**src/rtl/wasde_menu_ctrl.sv**
```systemverilog
// Purpose : debounced WASDE button front end plus a browse/play FSM for song and mode selection.
// Latency : a stable level from sample edge N pulses key_pulse at edge N+DEBOUNCE_CYCLES+2; FSM outputs follow one edge later.
// Backpr. : none; key pulses are single-cycle events and are acted on or discarded in that same cycle.
//
// Ports:
//   clk, rst       clock, asynchronous active-low reset
//   WASDE_Signal   raw button levels [4]=W [3]=A [2]=S [1]=D [0]=E
//   song_done      one-cycle end-of-song pulse from the player
//   key_pulse      one-cycle pulse per debounced rising edge (same bit map)
//   song_idx       selected song, mode_idx selected play mode
//   playing        high in PLAY; play_start / play_stop one-cycle requests to the player
module wasde_menu_ctrl #(
    parameter int DEBOUNCE_CYCLES = 2000000,
    parameter int NUM_SONGS       = 3,
    parameter int NUM_MODES       = 3,
    parameter int SONG_W          = 4
) (
    input  logic              clk,
    input  logic              rst,
    input  logic [4:0]        WASDE_Signal,
    input  logic              song_done,
    output logic [4:0]        key_pulse,
    output logic [SONG_W-1:0] song_idx,
    output logic [1:0]        mode_idx,
    output logic              playing,
    output logic              play_start,
    output logic              play_stop
);

    localparam int                CNT_W    = (DEBOUNCE_CYCLES > 1) ? $clog2(DEBOUNCE_CYCLES) : 1;
    localparam logic [CNT_W-1:0]  CNT_MAX  = CNT_W'(DEBOUNCE_CYCLES - 1);
    localparam logic [SONG_W-1:0] SONG_MAX = SONG_W'(NUM_SONGS - 1);
    localparam logic [1:0]        MODE_MAX = 2'(NUM_MODES - 1);

    // Button bit positions
    localparam int K_W = 4;
    localparam int K_A = 3;
    localparam int K_S = 2;
    localparam int K_D = 1;
    localparam int K_E = 0;

    typedef enum logic {
        BROWSE = 1'b0,
        PLAY   = 1'b1
    } state_t;

    logic [4:0]       sync1;
    logic [4:0]       sync2;
    logic [4:0]       deb;      // accepted (debounced) levels
    logic [4:0]       deb_d;    // deb delayed one cycle, for rising-edge detect
    logic [CNT_W-1:0] cnt [5];
    state_t           state;

    // Input path: 2-flop synchronizer -> per-bit debounce counter -> rising-edge pulse.
    // The counter only runs while the synchronized bit disagrees with the accepted
    // level, so any agreement (a bounce back) restarts the hold window from zero.
    always_ff @(posedge clk or negedge rst) begin
        if (!rst) begin
            sync1     <= '0;
            sync2     <= '0;
            deb       <= '0;
            deb_d     <= '0;
            key_pulse <= '0;
            for (int i = 0; i < 5; i++) begin
                cnt[i] <= '0;
            end
        end else begin
            sync1     <= WASDE_Signal;
            sync2     <= sync1;
            deb_d     <= deb;
            key_pulse <= deb & ~deb_d;
            for (int i = 0; i < 5; i++) begin
                if (sync2[i] == deb[i]) begin
                    cnt[i] <= '0;
                end else if (cnt[i] == CNT_MAX) begin
                    deb[i] <= ~deb[i];
                    cnt[i] <= '0;
                end else begin
                    cnt[i] <= cnt[i] + 1'b1;
                end
            end
        end
    end

    // Browse/play FSM. The if/else chains encode command priority E > W > S > A > D;
    // lower-priority pulses arriving in the same cycle are dropped.
    // In PLAY, song_done is checked before E so a simultaneous E is swallowed
    // without issuing a redundant stop to a player that already finished.
    always_ff @(posedge clk or negedge rst) begin
        if (!rst) begin
            state      <= BROWSE;
            song_idx   <= '0;
            mode_idx   <= '0;
            playing    <= 1'b0;
            play_start <= 1'b0;
            play_stop  <= 1'b0;
        end else begin
            play_start <= 1'b0;
            play_stop  <= 1'b0;
            case (state)
                BROWSE: begin
                    if (key_pulse[K_E]) begin
                        play_start <= 1'b1;
                        playing    <= 1'b1;
                        state      <= PLAY;
                    end else if (key_pulse[K_W]) begin
                        song_idx <= (song_idx == '0) ? SONG_MAX : song_idx - 1'b1;
                    end else if (key_pulse[K_S]) begin
                        song_idx <= (song_idx == SONG_MAX) ? '0 : song_idx + 1'b1;
                    end else if (key_pulse[K_A]) begin
                        mode_idx <= (mode_idx == 2'd0) ? MODE_MAX : mode_idx - 1'b1;
                    end else if (key_pulse[K_D]) begin
                        mode_idx <= (mode_idx == MODE_MAX) ? 2'd0 : mode_idx + 1'b1;
                    end
                end
                PLAY: begin
                    if (song_done) begin
                        playing <= 1'b0;
                        state   <= BROWSE;
                    end else if (key_pulse[K_E]) begin
                        play_stop <= 1'b1;
                        playing   <= 1'b0;
                        state     <= BROWSE;
                    end
                end
                default: begin
                    state <= BROWSE;
                end
            endcase
        end
    end

endmodule

```
**config.mk**
```make
export PLATFORM = sky130hd
export DESIGN_NAME = wasde_menu_ctrl
export DESIGN_NICKNAME = d
export VERILOG_FILES = /design/src/rtl/wasde_menu_ctrl.sv
export SDC_FILE = /design/constraint.sdc
export NUM_CORES = 1
export LEC_CHECK = 0
export CAP_MARGIN = 10
export CORE_MARGIN = 3
export CORE_UTILIZATION = 50
export DETAILED_ROUTE_END_ITERATION = 8
export GPL_TIMING_DRIVEN = 0
export PLACE_DENSITY = 0.67
export RECOVER_POWER = 25
export SYNTH_ARGS = -nofsm -noshare
export SYNTH_HDL_FRONTEND = slang
export SYNTH_SLANG_ARGS = --single-unit
```
**constraint.sdc**
```tcl
create_clock -name clk -period 2.9 [get_ports clk]
set_clock_uncertainty 0.05 [all_clocks]
set_input_delay 0.435 -clock clk [delete_from_list [all_inputs] [get_ports clk]]
set_output_delay 0.435 -clock clk [all_outputs]
set_load 0.05 [all_outputs]
```
# --- Word-level counts from Yosys, hierarchy flattened ---
# Index checks and enable logic that the tools add are counted.
classes:
  n_reduce_logical: 12
  n_eq_ne: 14
  addsub: 9
  n_mux: 29
  bitwise: 16
ops:
  columns: ["op", "n"]
  rows:
  - ["$mux W21", 10]
  - ["$add A21 B1 Y21 const B", 5]
  - ["$eq A21 B21 Y1 const B", 5]
  - ["$mux W4", 4]
  - ["$not A1 Y1", 14]
  - ["$reduce_and A2 Y1", 6]
  - ["$mux W1", 9]
  - ["$mux W2", 4]
  - ["$and A5 B5 Y5", 1]
  - ["$eq A1 B1 Y1", 5]
  - ["$not A5 Y5", 1]
  - ["$reduce_and A5 Y1", 1]
  - ["$add A4 B1 Y4 const B", 1]
  - ["$eq A4 B2 Y1 const B", 1]
  - ["$logic_not A4 Y1", 1]
  - ["$pmux W1 S2", 2]
  - ["$reduce_bool A2 Y1", 2]
  - ["$sub A4 B1 Y4 const B", 1]
  - ["$ne A3 B3 Y1 const B", 1]
  - ["$reduce_and A3 Y1", 1]
  - ["$add A2 B1 Y2 const B", 1]
  - ["$eq A2 B2 Y1 const B", 1]
  - ["$logic_not A2 Y1", 1]
  - ["$ne A2 B2 Y1 const B", 1]
  - ["$sub A2 B1 Y2 const B", 1]
word_totals:
  register_bits: 140
  out_inout_bits: 14

# --- Longest topological paths before layout ---
# Gate-level depths: netlist (run 1).
depth:
  word_depth: 4
  depth_mapped: 7
  depth_no_buf: 6

# --- Worst setup path after synthesis (run 1) ---
# OpenSTA, ideal clock, no wires.
synth_path:
  path_kind: "reg-to-reg"
  from: "register cnt[0] in the netlist's numbering"
  to: "register cnt[18] in the netlist's numbering"
  t_arrival_ns: 1.944
  setup_time_ns: 0.078
  setup_slack_ns: 0.828
  path_stages_with_launch: 8
  required_ns: 2.772
  cell_sequence: "dfrtp_1 ha_1 clkbuf_1 inv_1 or4_1 clkbuf_1 or4_1 a21oi_1"
synth_between:
  elab_chain_len: 3
  word_cells_on_any_way: 4
synth_lines:
  columns: ["item", "line", "text"]
  rows:
  - ["start: declaration", "51", "logic [CNT_W-1:0] cnt [5];"]
  - ["start signal: indexed assignment", "79", "cnt[i] <= cnt[i] + 1'b1;"]
  - ["$add A21 B1 Y21 or $eq A21 B21 Y1 (tied branches)", "79, 75", null]
  - ["$mux W21 (*)", "75", "end else if (cnt[i] == CNT_MAX) begin"]
  - ["$mux W21 (*)", "73", "if (sync2[i] == deb[i]) begin"]
# Mark *: on every way between the ends. The rest lies on a longest branch, timed or not.
# A chain may end at the register's enable or synchronous reset.

# --- Final worst setup path (run 1) ---
layout_path:
  from: "register cnt[21] in the netlist's numbering"
  to: "register cnt[33] in the netlist's numbering"
# The elaborated chain is that of the path after synthesis.

==> results.txt, run 1 <==
status -> finished, violations left
failing checks -> max-capacitance violations, max-slew violations
RSZ-0062 raised after global routing -> no
GP Congestion -> 0.793
max-capacitance violation count -> 1
Synth Flop Type -> dfrtp_1
largest net degree at the start of global routing -> 74
most used cell along the critical path -> clkbuf_1
Vias -> 4,938
CP required -> 3130 ps
CP max stage delay -> 660 ps
Setup CP Type -> reg2reg
die height -> 122 microns
Synth Warn # -> 0
Starting Density -> 0.521
Seq/Total Area, Yosys -> 0.522
largest area contributor in the netlist -> dfrtp_1
Crit. End Element -> flip-flop
IO buf count -> 21
initial antenna violation count -> 0
Core ar. -> 0.0129 sq mm
EDFF count, synth -> 0
I/O Pins -> 22
largest family of logic cells by synthesized area -> simple AND/OR/NAND/NOR gates
Mapped Avg Cell Area -> 10.2 sq um
Fin. Hold Viols -> 0
fin. max-slew vios -> 68
DP Worst Slack -> 372 ps
Synth top cells by count -> dfrtp_1 (140), nor2_1 (81), xor2_1 (51)
Layout Nets -> 723
worst setup margin -> 388 ps
Slew @ Worst Pin -> 1710 ps
type of the tightest min-delay check -> reg2reg
Syn Nets -> 681
Netlist cell types -> 53
DR vias/cell -> 5.57
Synth Register Bits -> 140
multiplexer area fraction after synthesis -> 0.0144
Buffers & Inverters on Critical Path -> 2
CTS tree -> yes
CTS Sinks -> 140
number of global-route vias before repair -> 4,935
crit-path max FO -> 10
Die Wd -> 122 microns
layout cells sized above 1 -> 0.0797
number of buffers created by CTS -> 17
GRT Resource Usage Total -> 0.187
post-synthesis xor/xnor area fraction -> 0.0836
clk slew on worst S/H paths -> 60 ps
die area -> 0.0148 sq mm
Syn Inst Count -> 660
DRT Pass-1 Iters -> 4
Synth area leaders -> dfrtp_1 (52%), xor2_1 (6.7%), nor2_1 (4.5%)
Placed Cells -> 854
final critical-path required period -> 2510 ps
f_max -> 398 MHz
clk buf depth -> 2
max_slew headroom -> -0.139
most frequent cell after synthesis -> dfrtp_1
WL per Instance -> 14.1 microns
Worst setup SP type -> flip-flop
Worst VDD drop -> 0.394 mV
post-synthesis simple-gate area fraction -> 0.235
final non-filler cell total -> 887
Root Driver -> clkbuf_16
Post-Route WL -> 12,500 microns
worst hold slack -> 298 ps
final setup vio count -> 0
Cell Area, Synth -> 0.00671 sq mm
Clock Latency Late Sink -> 410 ps
Post-DRT Antenna Nets -> 0
critical path, cell by cell -> ha_1 > clkbuf_1 > nand3_1 > o31ai_2 > clkbuf_1 > nor2_1
leakage -> 3.26 nW
post-synthesis adder-cell area fraction -> 0.0242
P&R area growth vs syn -> 15.2%
antenna diode count -> 0
H-tree lvl count -> 4
CP arrival -> 2740 ps
Async SR Flop Fraction -> 1.00
Detailed Route Iter0 Violations -> 265
CTS-repair resized insts -> 0
grt total ovfl -> 0
critical path's slowest cell -> o31ai_2
Synth Area in Compound Gates -> 0.0918
top-area cell type share of the netlist area -> 0.522
Pwr Density -> 538 mW/mm^2
family with the most delay on the worst path -> buffers and inverters
global-route wire length before repair -> 22,400 microns
DP HPWL -> 8460 microns
final worst-path cycle share -> 0.866
Post-route DRC -> 0
row count -> 41
[layout make-up]
| type | instances | area [sq um] |
|---|---|---|
| tap | 172 | 215 |
| inverter | 23 | 86.3 |
| sequential | 140 | 3500 |
| timing repair buffer | 23 | 243 |
| fill | 1059 | 5140 |
| buffer | 26 | 110 |
| clock inverter | 10 | 90.1 |
| clock buffer | 22 | 474 |
| multi-input combinational | 471 | 3010 |
[kinds of logic (layout without fill, tap and decap cells)]
group,count (synthesis),count (layout)
flip-flops,140,140
adder cells (fa/ha/maj),13,13
AO/OA/AOI/OAI,97,97
AND/OR/NAND/NOR,288,288
buffers and inverters,49,104
XOR/XNOR,64,64
multiplexers,9,9
[flip-flops by register name, summed over array words and instances (netlist names)]
register,count
cnt,105
deb,5
deb_d,5
key_pulse,5
sync1,5
sync2,5
song_idx,4
mode_idx,2
play_start,1
play_stop,1
playing,1
state,1
[final timing paths]
path	from	end	slack (ps)	depth (start not counted)
max	cnt[21]	cnt[33]	390	6
min	sync1[0]	sync2[0]	300	0
max reg2reg	cnt[21]	cnt[33]	390	6
min reg2reg	sync1[0]	sync2[0]	300	0
max in group asynchronous	rst	cnt[87]	770	3
min in group asynchronous	rst	cnt[39]	930	2
[report_power, final]
group | leakage [nW] | switching (mW) | internal, mW | total [mW]
clock network | 0.272 | 0.787 | 1.24 | 2.03
registers | 1.92 | 0.0177 | 1.98 | 2.00
logic | 1.06 | 0.0928 | 0.0399 | 0.133
total | 3.26 | 0.898 | 3.26 | 4.16
[metal layers]
layer	track usage	up-vias	part of all wire
met1	0.241	2423	0.48
met4	0.0574	0	0.011
met2	0.306	62	0.48
met5	0	-	0
met3	0.0557	13	0.035
li1	-	2440	-
[cell usage in the layout (no fill, tap or decap), drive strengths merged, types with 2 or more instances in the layout]
master,instances
nand3b,2
dfrtp,140
or4b,3
or4,22
o31ai,18
a22oi,2
inv,24
and3,10
or3,20
nor2,81
nor4bb,2
buf,10
nor3,3
clkdlybuf4s50,15
nand3,34
mux2i,4
xor2,51
nand2,36
nor4b,4
nand4,33
nor2b,6
clkinvlp,3
clkinv,5
clkbuf,40
xnor2,13
mux2,5
nor4,3
and2,10
ha,13
and4,14
o21ai,27
dlygate4sd3,6
a21oi,39
nand2b,3
o21bai,2
[worst reg2reg max path: cells and delay by family (launching register included)]
| kind | cells | cell delay, ps |
|---|---|---|
| fa+ha+maj | 1 | 150 |
| flops | 1 | 360 |
| simple gates | 2 | 360 |
| buf+inv | 2 | 820 |
| compound gates | 1 | 660 |
[through the flow]
stage,utilization,setup TNS (ps),power [mW],instance area [sq um]
floorplan,-,0,2.09,6710
global placement,0.554,-580400,2.16,7130
detailed placement,0.556,0,2.17,7160
CTS,0.601,0,4.22,7740
global route,0.600,0,4.33,7730
finish,0.600,0,4.16,7730
[what timing repair did]
item,in CTS,in global routing
setup buffers,0,0
hold buffers,1,0
endpoints found under the hold margin,37,0
(Power assumes the default switching activity.)
==> run 2: changes to the inputs <==
--- a/config.mk
+++ b/config.mk
@@ -10,7 +10,7 @@
 export CORE_UTILIZATION = 50
 export DETAILED_ROUTE_END_ITERATION = 8
 export GPL_TIMING_DRIVEN = 0
-export PLACE_DENSITY = 0.67
+export PLACE_DENSITY = 0.7
 export RECOVER_POWER = 25
 export SYNTH_ARGS = -nofsm -noshare
 export SYNTH_HDL_FRONTEND = slang
==> constraint.sdc (replaced) <==
create_clock -name clk -period 2.19 [get_ports clk]
set_clock_uncertainty 0.05 [all_clocks]
set_input_delay 0.3285 -clock clk [delete_from_list [all_inputs] [get_ports clk]]
set_output_delay 0.3285 -clock clk [all_outputs]
set_load 0.05 [all_outputs]
==> results.txt, run 2 (synthesis results as in run 1) <==
DRT Pass-1 Iters -> 5
worst setup margin -> 61.3 ps
Clock Latency Late Sink -> 410 ps
fin util -> 0.611
leakage -> 3.37 nW
fill count -> 1,056
Vias -> 5,046
DR vias/cell -> 5.68
R2R setup slack -> 90 ps
type of the tightest min-delay check -> reg2reg
grt total ovfl -> 0
critical path's slowest cell -> clkdlybuf4s50_1
cell depth of the worst setup path -> 1
crit-path max FO -> 7
GRT Resource Usage Total -> 0.188
die area -> 0.0148 sq mm
I/O Pins -> 22
DP HPWL -> 8450 microns
commonest non-fill, non-tap cell in the layout -> dfrtp_1
final worst-path cycle share -> 0.972
Post-Route WL -> 13,100 microns
FF-to-FF path depth -> 4
Setup CP Type -> reg2out
CTS tree -> yes
Die Wd -> 122 microns
Core ar. -> 0.0129 sq mm
row count -> 41
Slew @ Worst Pin -> 1040 ps
final non-filler cell total -> 889
clk buf depth -> 2
Layout Nets -> 727
Post-route DRC -> 0
WL per Instance -> 14.7 microns
largest register by flop count -> cnt
Worst VDD drop -> 0.516 mV
f_max -> 470 MHz
Buffers & Inverters on Critical Path -> 1
layout cells sized above 1 -> 0.0934
CP arrival -> 1750 ps
antenna diode count -> 0
max FFs per register -> 105
hold path depth -> 0
DP Worst Slack -> -264 ps
Detailed Route Iter0 Violations -> 423
fin. max-slew vios -> 0
global-route wire length before repair -> 22,500 microns
Post-DRT Antenna Nets -> 0
cell area after placement -> 0.00716 sq mm
RSZ-0062 raised after global routing -> no
critical path, cell by cell -> clkdlybuf4s50_1
H-tree lvl count -> 4
max-capacitance violation count -> 0
Crit. End Element -> output port
largest net degree at the start of global routing -> 75
Pwr Density -> 742 mW/mm^2
max_slew headroom -> 0.306
final setup vio count -> 0
initial antenna violation count -> 0
CP required -> 1810 ps
FF/Latch Area -> 0.00350 sq mm
CTS Sinks -> 140
number of global-route vias before repair -> 4,932
clk slew on worst S/H paths -> 60 ps
family with the most delay on the worst path -> buffers and inverters
die height -> 122 microns
CP max stage delay -> 860 ps
Design Area, Final -> 0.00787 sq mm
GP Congestion -> 0.809
Worst setup SP type -> flip-flop
final critical-path required period -> 2130 ps
setup TNS -> 0 ps
Fin. Hold Viols -> 0
status -> completed
Multi-input gate area -> 0.00304 sq mm
worst hold slack -> 296 ps
Final Power -> 5.84 mW
P&R area growth vs syn -> 17.3%
Placed Cells -> 854
number of buffers created by CTS -> 17
IO buf count -> 21
most frequent cells in the layout -> dfrtp_1 (139), nor2_1 (81), xor2_1 (51)
Root Driver -> clkbuf_16
Starting Density -> 0.521
run 2: cell count changes in the layout (fill, tap and decap cells not counted), sizes merged, moves of 2 or more:
cell           change
buf                +9
clkbuf             -5
bufinv             +3
clkdlybuf4s50      -3
clkinvlp           -3
dlymetal6s2s       +2
run 2: path summary, 6_finish.rpt:
path	startpoint	end
worst max register to register	cnt[13]	deb[4]
worst min-delay path	sync1[3]	sync2[3]
max in group asynchronous	rst	cnt[2]
worst min register to register	sync1[3]	sync2[3]
worst max-delay path	song_idx[2]	song_idx[2]
min in group asynchronous	rst	cnt[37]
run 2: layout make-up:
class                      instances  area share
tap                              172      0.0273
clock buffer                      22      0.0603
buffer                            21      0.0118
timing repair buffer              32      0.0402
inverter                          23      0.0110
sequential                       140       0.445
clock inverter                     8      0.0178
multi-input combinational        471       0.386
run 2: power by group:
group | total, mW | internal (mW) | switching, mW
clock | 3.00 | 1.98 | 1.03
combinational | 0.192 | 0.0665 | 0.125
sequential | 2.65 | 2.62 | 0.0259
total | 5.84 | 4.66 | 1.18
run 2: layer usage:
layer,global-route usage,up-vias,share of wire
met3,0.0557,17,0.041
met5,0,-,0
met4,0.0679,0,0.012
met1,0.241,2496,0.46
li1,-,2440,-
met2,0.303,93,0.49
run 2: repair_timing:
| item | 4_1_cts | 5_1_grt |
|---|---|---|
| endpoints found under the hold margin | 73 | 0 |
| hold buffers | 1 | 0 |
| pin swaps | 2 | 3 |
| setup endpoints to repair | 44 | 31 |
| gates resized for setup | 4 | 6 |
| buffers inserted | 3 | 6 |
